[src/rtl/dmem_access_ctrl.sv]
// ---------------------------------------------------------------------------
// dmem_access_ctrl
//
// MEM-stage data-memory access controller. It takes the load or store held in
// EX/MEM and runs a valid/ready request and a response handshake to a
// variable-latency data memory. While the access is in flight it freezes the
// front of the pipeline with o_mem_stall. It hands load results to MEM/WB
// with a one-cycle o_load_valid pulse.
//
// Parameters
//   TIMEOUT            max WAIT cycles before the access is aborted (1..65535)
//
// Ports
//   clk                single clock, rising edge
//   rst_n              asynchronous active-low reset
//   i_ex_mem_memread   EX/MEM instruction is a load
//   i_ex_mem_memwrite  EX/MEM instruction is a store (wins if both are set)
//   i_ex_mem_addr      byte address, word accesses only
//   i_ex_mem_wdata     store data
//   o_dmem_req_valid   request valid (REQ state)
//   i_dmem_req_ready   memory accepts the request
//   o_dmem_req_we      1 = write, 0 = read
//   o_dmem_req_addr    registered request address
//   o_dmem_req_wdata   registered write data
//   i_dmem_resp_valid  read response or write ack
//   i_dmem_resp_rdata  read data
//   o_mem_stall        freeze PC, IF/ID, ID/EX, EX/MEM
//   o_load_data        load result for MEM/WB
//   o_load_valid       one-cycle pulse, o_load_data valid
//   o_bus_err          one-cycle pulse on response timeout
//   o_misalign_err     one-cycle pulse on a misaligned access
// ---------------------------------------------------------------------------
module dmem_access_ctrl #(
  parameter int unsigned TIMEOUT = 255
) (
  input  logic        clk,
  input  logic        rst_n,
  input  logic        i_ex_mem_memread,
  input  logic        i_ex_mem_memwrite,
  input  logic [31:0] i_ex_mem_addr,
  input  logic [31:0] i_ex_mem_wdata,
  output logic        o_dmem_req_valid,
  input  logic        i_dmem_req_ready,
  output logic        o_dmem_req_we,
  output logic [31:0] o_dmem_req_addr,
  output logic [31:0] o_dmem_req_wdata,
  input  logic        i_dmem_resp_valid,
  input  logic [31:0] i_dmem_resp_rdata,
  output logic        o_mem_stall,
  output logic [31:0] o_load_data,
  output logic        o_load_valid,
  output logic        o_bus_err,
  output logic        o_misalign_err
);

  typedef enum logic [1:0] {
    S_IDLE = 2'd0,
    S_REQ  = 2'd1,
    S_WAIT = 2'd2,
    S_DONE = 2'd3
  } state_t;

  // The counter holds WAIT cycles already spent; reaching CNT_LAST without a
  // response means this is the TIMEOUT-th WAIT cycle.
  localparam logic [15:0] CNT_LAST = 16'(TIMEOUT - 1);

  state_t      r_state;
  state_t      w_next;
  logic        r_req_we;
  logic [31:0] r_req_addr;
  logic [31:0] r_req_wdata;
  logic [15:0] r_cnt;
  logic        r_err;
  logic [31:0] r_load_data;

  logic w_pending;
  logic w_aligned;
  logic w_start;
  logic w_misalign;
  logic w_cnt_last;

  assign w_pending  = i_ex_mem_memread | i_ex_mem_memwrite;
  assign w_aligned  = (i_ex_mem_addr[1:0] == 2'b00);
  assign w_start    = (r_state == S_IDLE) & w_pending & w_aligned;
  assign w_misalign = (r_state == S_IDLE) & w_pending & ~w_aligned;
  assign w_cnt_last = (r_cnt == CNT_LAST);

  // State register; reset abandons any outstanding memory transaction.
  always_ff @(posedge clk or negedge rst_n) begin
    if (!rst_n) begin
      r_state <= S_IDLE;
    end else begin
      r_state <= w_next;
    end
  end

  // Next state and handshake outputs. DONE always returns to IDLE without
  // looking at EX/MEM, because EX/MEM only advances on the DONE edge.
  // Stall and the IDLE-cycle error/valid pulses are combinational on the
  // EX/MEM inputs, so they are gated with rst_n to stay quiet during reset.
  always_comb begin
    w_next           = r_state;
    o_dmem_req_valid = 1'b0;
    o_mem_stall      = 1'b0;
    o_load_valid     = 1'b0;
    o_bus_err        = 1'b0;
    o_misalign_err   = 1'b0;
    o_load_data      = r_load_data;

    case (r_state)
      S_IDLE: begin
        if (w_start) begin
          w_next      = S_REQ;
          o_mem_stall = rst_n;
        end
        if (w_misalign) begin
          o_misalign_err = rst_n;
          o_load_valid   = rst_n & ~i_ex_mem_memwrite;
          o_load_data    = 32'h0;
        end
      end
      S_REQ: begin
        o_dmem_req_valid = 1'b1;
        o_mem_stall      = 1'b1;
        if (i_dmem_req_ready) begin
          w_next = S_WAIT;
        end
      end
      S_WAIT: begin
        o_mem_stall = 1'b1;
        if (i_dmem_resp_valid || w_cnt_last) begin
          w_next = S_DONE;
        end
      end
      S_DONE: begin
        o_load_valid = ~r_req_we;
        o_bus_err    = r_err;
        w_next       = S_IDLE;
      end
      default: begin
        w_next = S_IDLE;
      end
    endcase
  end

  // Request registers, timeout counter, error flag and load result.
  // A response in WAIT takes priority over the timeout in the same cycle.
  always_ff @(posedge clk or negedge rst_n) begin
    if (!rst_n) begin
      r_req_we    <= 1'b0;
      r_req_addr  <= 32'h0;
      r_req_wdata <= 32'h0;
      r_cnt       <= 16'h0;
      r_err       <= 1'b0;
      r_load_data <= 32'h0;
    end else begin
      case (r_state)
        S_IDLE: begin
          if (w_start) begin
            r_req_we    <= i_ex_mem_memwrite;
            r_req_addr  <= i_ex_mem_addr;
            r_req_wdata <= i_ex_mem_wdata;
            r_err       <= 1'b0;
          end
        end
        S_REQ: begin
          if (i_dmem_req_ready) begin
            r_cnt <= 16'h0;
          end
        end
        S_WAIT: begin
          if (i_dmem_resp_valid) begin
            if (!r_req_we) begin
              r_load_data <= i_dmem_resp_rdata;
            end
          end else if (w_cnt_last) begin
            r_err <= 1'b1;
            if (!r_req_we) begin
              r_load_data <= 32'h0;
            end
          end else begin
            r_cnt <= r_cnt + 16'd1;
          end
        end
        default: begin
        end
      endcase
    end
  end

  assign o_dmem_req_we    = r_req_we;
  assign o_dmem_req_addr  = r_req_addr;
  assign o_dmem_req_wdata = r_req_wdata;

endmodule

[config.mk]
export PLATFORM = sky130hd
export DESIGN_NAME = dmem_access_ctrl
export DESIGN_NICKNAME = d
export VERILOG_FILES = /design/src/rtl/dmem_access_ctrl.sv
export SDC_FILE = /design/constraint.sdc
export NUM_CORES = 1
export LEC_CHECK = 0
export BUFFER_PORTS_ARGS = -buffer_cell sky130_fd_sc_hd__buf_2
export CORE_MARGIN = 2
export CORE_UTILIZATION = 52
export CTS_CLUSTER_SIZE = 16
export DETAILED_ROUTE_END_ITERATION = 16
export MAX_ROUTING_LAYER = met4
export PLACE_DENSITY = 0.85
export REMOVE_ABC_BUFFERS = 1
export SLEW_MARGIN = 15
export SYNTH_ARGS = -nofsm -noshare
export SYNTH_HDL_FRONTEND = slang
export SYNTH_SLANG_ARGS = --single-unit
[constraint.sdc]
create_clock -name clk -period 6.1 [get_ports clk]
set_input_delay 0 -clock clk [delete_from_list [all_inputs] [get_ports clk]]
set_output_delay 0 -clock clk [all_outputs]
set_load 0.02 [all_outputs]
==> results.json <==
{
  "outcome": "finished clean",
  "yosys_most_used_dff": "dfrtp_1",
  "max_stage_delay_ns": 0.69,
  "cpMaxStageDelayCell": "buf_4",
  "synthSimpleGateAreaFrac_pct": 12.24,
  "diodes": 0,
  "postCtsHoldBufs": 102,
  "remaining_drc_errors": 0,
  "ys_ff_latch": 116,
  "vias": 5013,
  "final-hold-violation-count": 0,
  "seqPwrFrac_pct": 32.4,
  "cp_max_fo": 65,
  "syn_to_final_growth_pct": 54.13,
  "final_common_cell": "buf_2",
  "cts-root-buf": "clkbuf_8",
  "async_flop_share_pct": 100.0,
  "grt_usage_pct": 37.39,
  "power_frac_comb_pct": 41.5,
  "max_freq_mhz": 321.3,
  "setup_violations": 0,
  "fin_crit_ns": 3.113,
  "io_buffers": 203,
  "cpLargestDelayFamily": "buffers and inverters",
  "power_frac_clock_pct": 26.2,
  "grt_pass1_vias": 5237,
  "numCtsBuffers": 17,
  "finClkSkew_ns": 0.007722,
  "hold_slack_ns": 0.02141,
  "holdCritPathClass": "in -> reg",
  "clkSinkCount": 116,
  "final_area_um2": 7909,
  "dieArea_um2": 10680,
  "cts_tree": "done",
  "cts_setup_buffers": 0,
  "clock_latency_ns": 0.54,
  "routabilityCongestion": 0.8651,
  "grt-ovfl-total": 0,
  "die_w_um": 103.3,
  "wl_per_cell_um": 22.32,
  "max-slew-margin-rel_pct": 27.60,
  "final_layout_size_suffix_gt1_share_pct": 48.34,
  "drt-total-wl_mm": 19.13,
  "drt_iter0_drc": 656,
  "synth_top_family_by_area": "multiplexers",
  "end_kind": "output port",
  "tns_ns": 0,
  "cp.required_ns": 6.10,
  "nFillCells": 453,
  "core.rowCount": 36,
  "cts_max_level": 4,
  "drv_slew": 0,
  "swShare_pct": 39.94,
  "layout_common_cells": "buf_2 (202), dfrtp_1 (116), dlygate4sd3_1 (101)",
  "cp_num_buf_inv": 3,
  "ys_types": 45,
  "ios": 204,
  "initial_core_util_pct": 52.98,
  "synth-edff-count": 0,
  "synth-compound-area-share_pct": 11.73,
  "irDropWorstVdd_mv": 0.3560,
  "arrival_ns": 3.11,
  "p_per_area_nw_per_um2": 528.1,
  "yosysSeqAreaShare_pct": 56.57,
  "antenna_left": 0,
  "syn_area_um2": 5131,
  "synthXorXnorAreaFrac_pct": 0.1707,
  "dr.pass1.iters": 6,
  "clock_path_buffers": 2,
  "power.switching_w": 0.001668,
  "finalNonFillerCells": 857,
  "clk_pin_slew_ns": 0.06,
  "rsz0062_at_grt": "false",
  "antenna_found_initial": 0,
  "yosysWarnings": 0,
  "crit_chain": "inv_1 > ha_1 > o21ai_0 > nor3_2 > buf_4 > a21oi_1 > nor2_1 > buf_2",
  "cts_resized": 0,
  "tightest_slew_ns": 1.085,
  "dp_cells": 723,
  "nets": 821,
  "internal_power_w": 0.002508,
  "place_area_um2": 6246,
  "grt_max_degree": 83,
  "drt-vias-per-instance": 5.849,
  "die_h_um": 103.3,
  "synth_cells": 405,
  "max_cap_viol_count": 0,
  "worstSetupStartpointType": "flip-flop",
  "crit_type": "reg -> out",
  "synthMuxAreaShare_pct": 14.24,
  "post-dp-hpwl_mm": 8.847,
  "synth_adder_area_share_pct": 1.951,
  "avgSynthCellArea_um2": 12.67,
  "core_area_um2": 9684,
  "fin_crit_sh_pct": 51.03,
  "p_leak_nw": 3.828,
  "grt_pass1_wl_mm": 28.18
}
==> area by class of cell <==
type / count / area (µm²) / area share, %
Clock inverter: 11 / 172.7 / 2.183
Sequential cell: 116 / 2903 / 36.70
Clock buffer: 21 / 459.2 / 5.806
Multi-Input combinational cell: 254 / 2083 / 26.34
Inverter: 14 / 52.55 / 0.6645
Tap cell: 133 / 166.4 / 2.104
Timing Repair Buffer: 308 / 2072 / 26.20
==> registers in the layout, summed over array words and instances, names as in the netlist <==
signal / count
r_cnt: 16
r_err: 1
r_state: 2
o_dmem_req_addr: 32
o_dmem_req_we: 1
r_load_data: 32
o_dmem_req_wdata: 32
==> synthesized netlist by cell type, drive strengths merged (2+ instances only) <==
library cell	instances	area [µm²]
dfrtp	116	2903
mux2	64	720.7
and2	33	206.5
a22o	32	320.3
nand3	16	80.08
inv	14	52.55
clkbuf	13	48.80
nand2	13	48.80
o21ai	11	66.32
nor3	9	45.04
a21oi	8	40.04
buf	8	57.55
ha	8	100.1
nor2	8	30.03
or4	8	70.06
o211ai	7	57.55
a31oi	4	25.02
nand2b	4	25.02
or3	4	26.28
nand4	3	18.77
nor2b	3	18.77
nor4	3	33.78
o31a	2	17.52
==> metal layers <==
layer,track usage (%),share of wire (%),vias to the layer above
met5,-,0,-
met4,21.26,6.0,0
met3,9.812,8.6,101
met2,61.14,52,411
met1,41.62,34,2416
li1,-,-,2085
==> tightest hold or removal path, stage by stage <==
cell,delay [ns]
buf_2,0.14
nor3_2,0.08
nand2b_1,0.14
a21oi_1,0.14
==> metrics by stage <==
step | setup slack, ns | power, W | util [%]
6_report | 2.987 | 0.004176 | 81.67
5_1_grt | 2.847 | 0.004320 | 81.67
4_1_cts | 3.252 | 0.003992 | 81.67
3_5_place_dp | 3.643 | 0.002845 | 64.50
3_3_place_gp | 3.713 | 0.002786 | 64.50
2_1_floorplan | 0.1543 | 0.002297 | -
==> path summary, 6_finish.rpt <==
kind                                             from  slack, ns  depth (start not counted)                                to
max reg2reg                    r_state[0]$_DFFE_PN0P_       3.33                          6             r_cnt[10]$_DFFE_PN0P_
min reg2reg                r_load_data[6]$_DFFE_PN0P_       0.50                          1        r_load_data[6]$_DFFE_PN0P_
max                            r_state[1]$_DFFE_PN0P_       2.99                          8                       o_mem_stall
min in group asynchronous                       rst_n       0.04                          3  o_dmem_req_wdata[31]$_DFFE_PN0P_
min                                  i_ex_mem_addr[0]       0.02                          4                 r_err$_DFFE_PN0P_
max in group asynchronous                       rst_n       5.04                          3       r_load_data[21]$_DFFE_PN0P_
==> power by group through the flow <==
stage | Clock [W] | Combinational, W | Sequential, W
2_1_floorplan | 0 | 0.000770 | 0.00153
3_3_place_gp | 0 | 0.00151 | 0.00127
3_5_place_dp | 0 | 0.00155 | 0.00129
4_1_cts | 0.00107 | 0.00163 | 0.00129
5_1_grt | 0.00113 | 0.00181 | 0.00138
6_report | 0.00109 | 0.00173 | 0.00135
==> cells by family after synthesis <==
kind of cell,after synthesis
AO/OA/AOI/OAI,73
AND/OR/NAND/NOR,107
flip-flops,116
multiplexers,65
buffers and inverters,35
adder cells (fa/ha/maj),8
XOR/XNOR,1
Power figures use the tool's default switching activity.
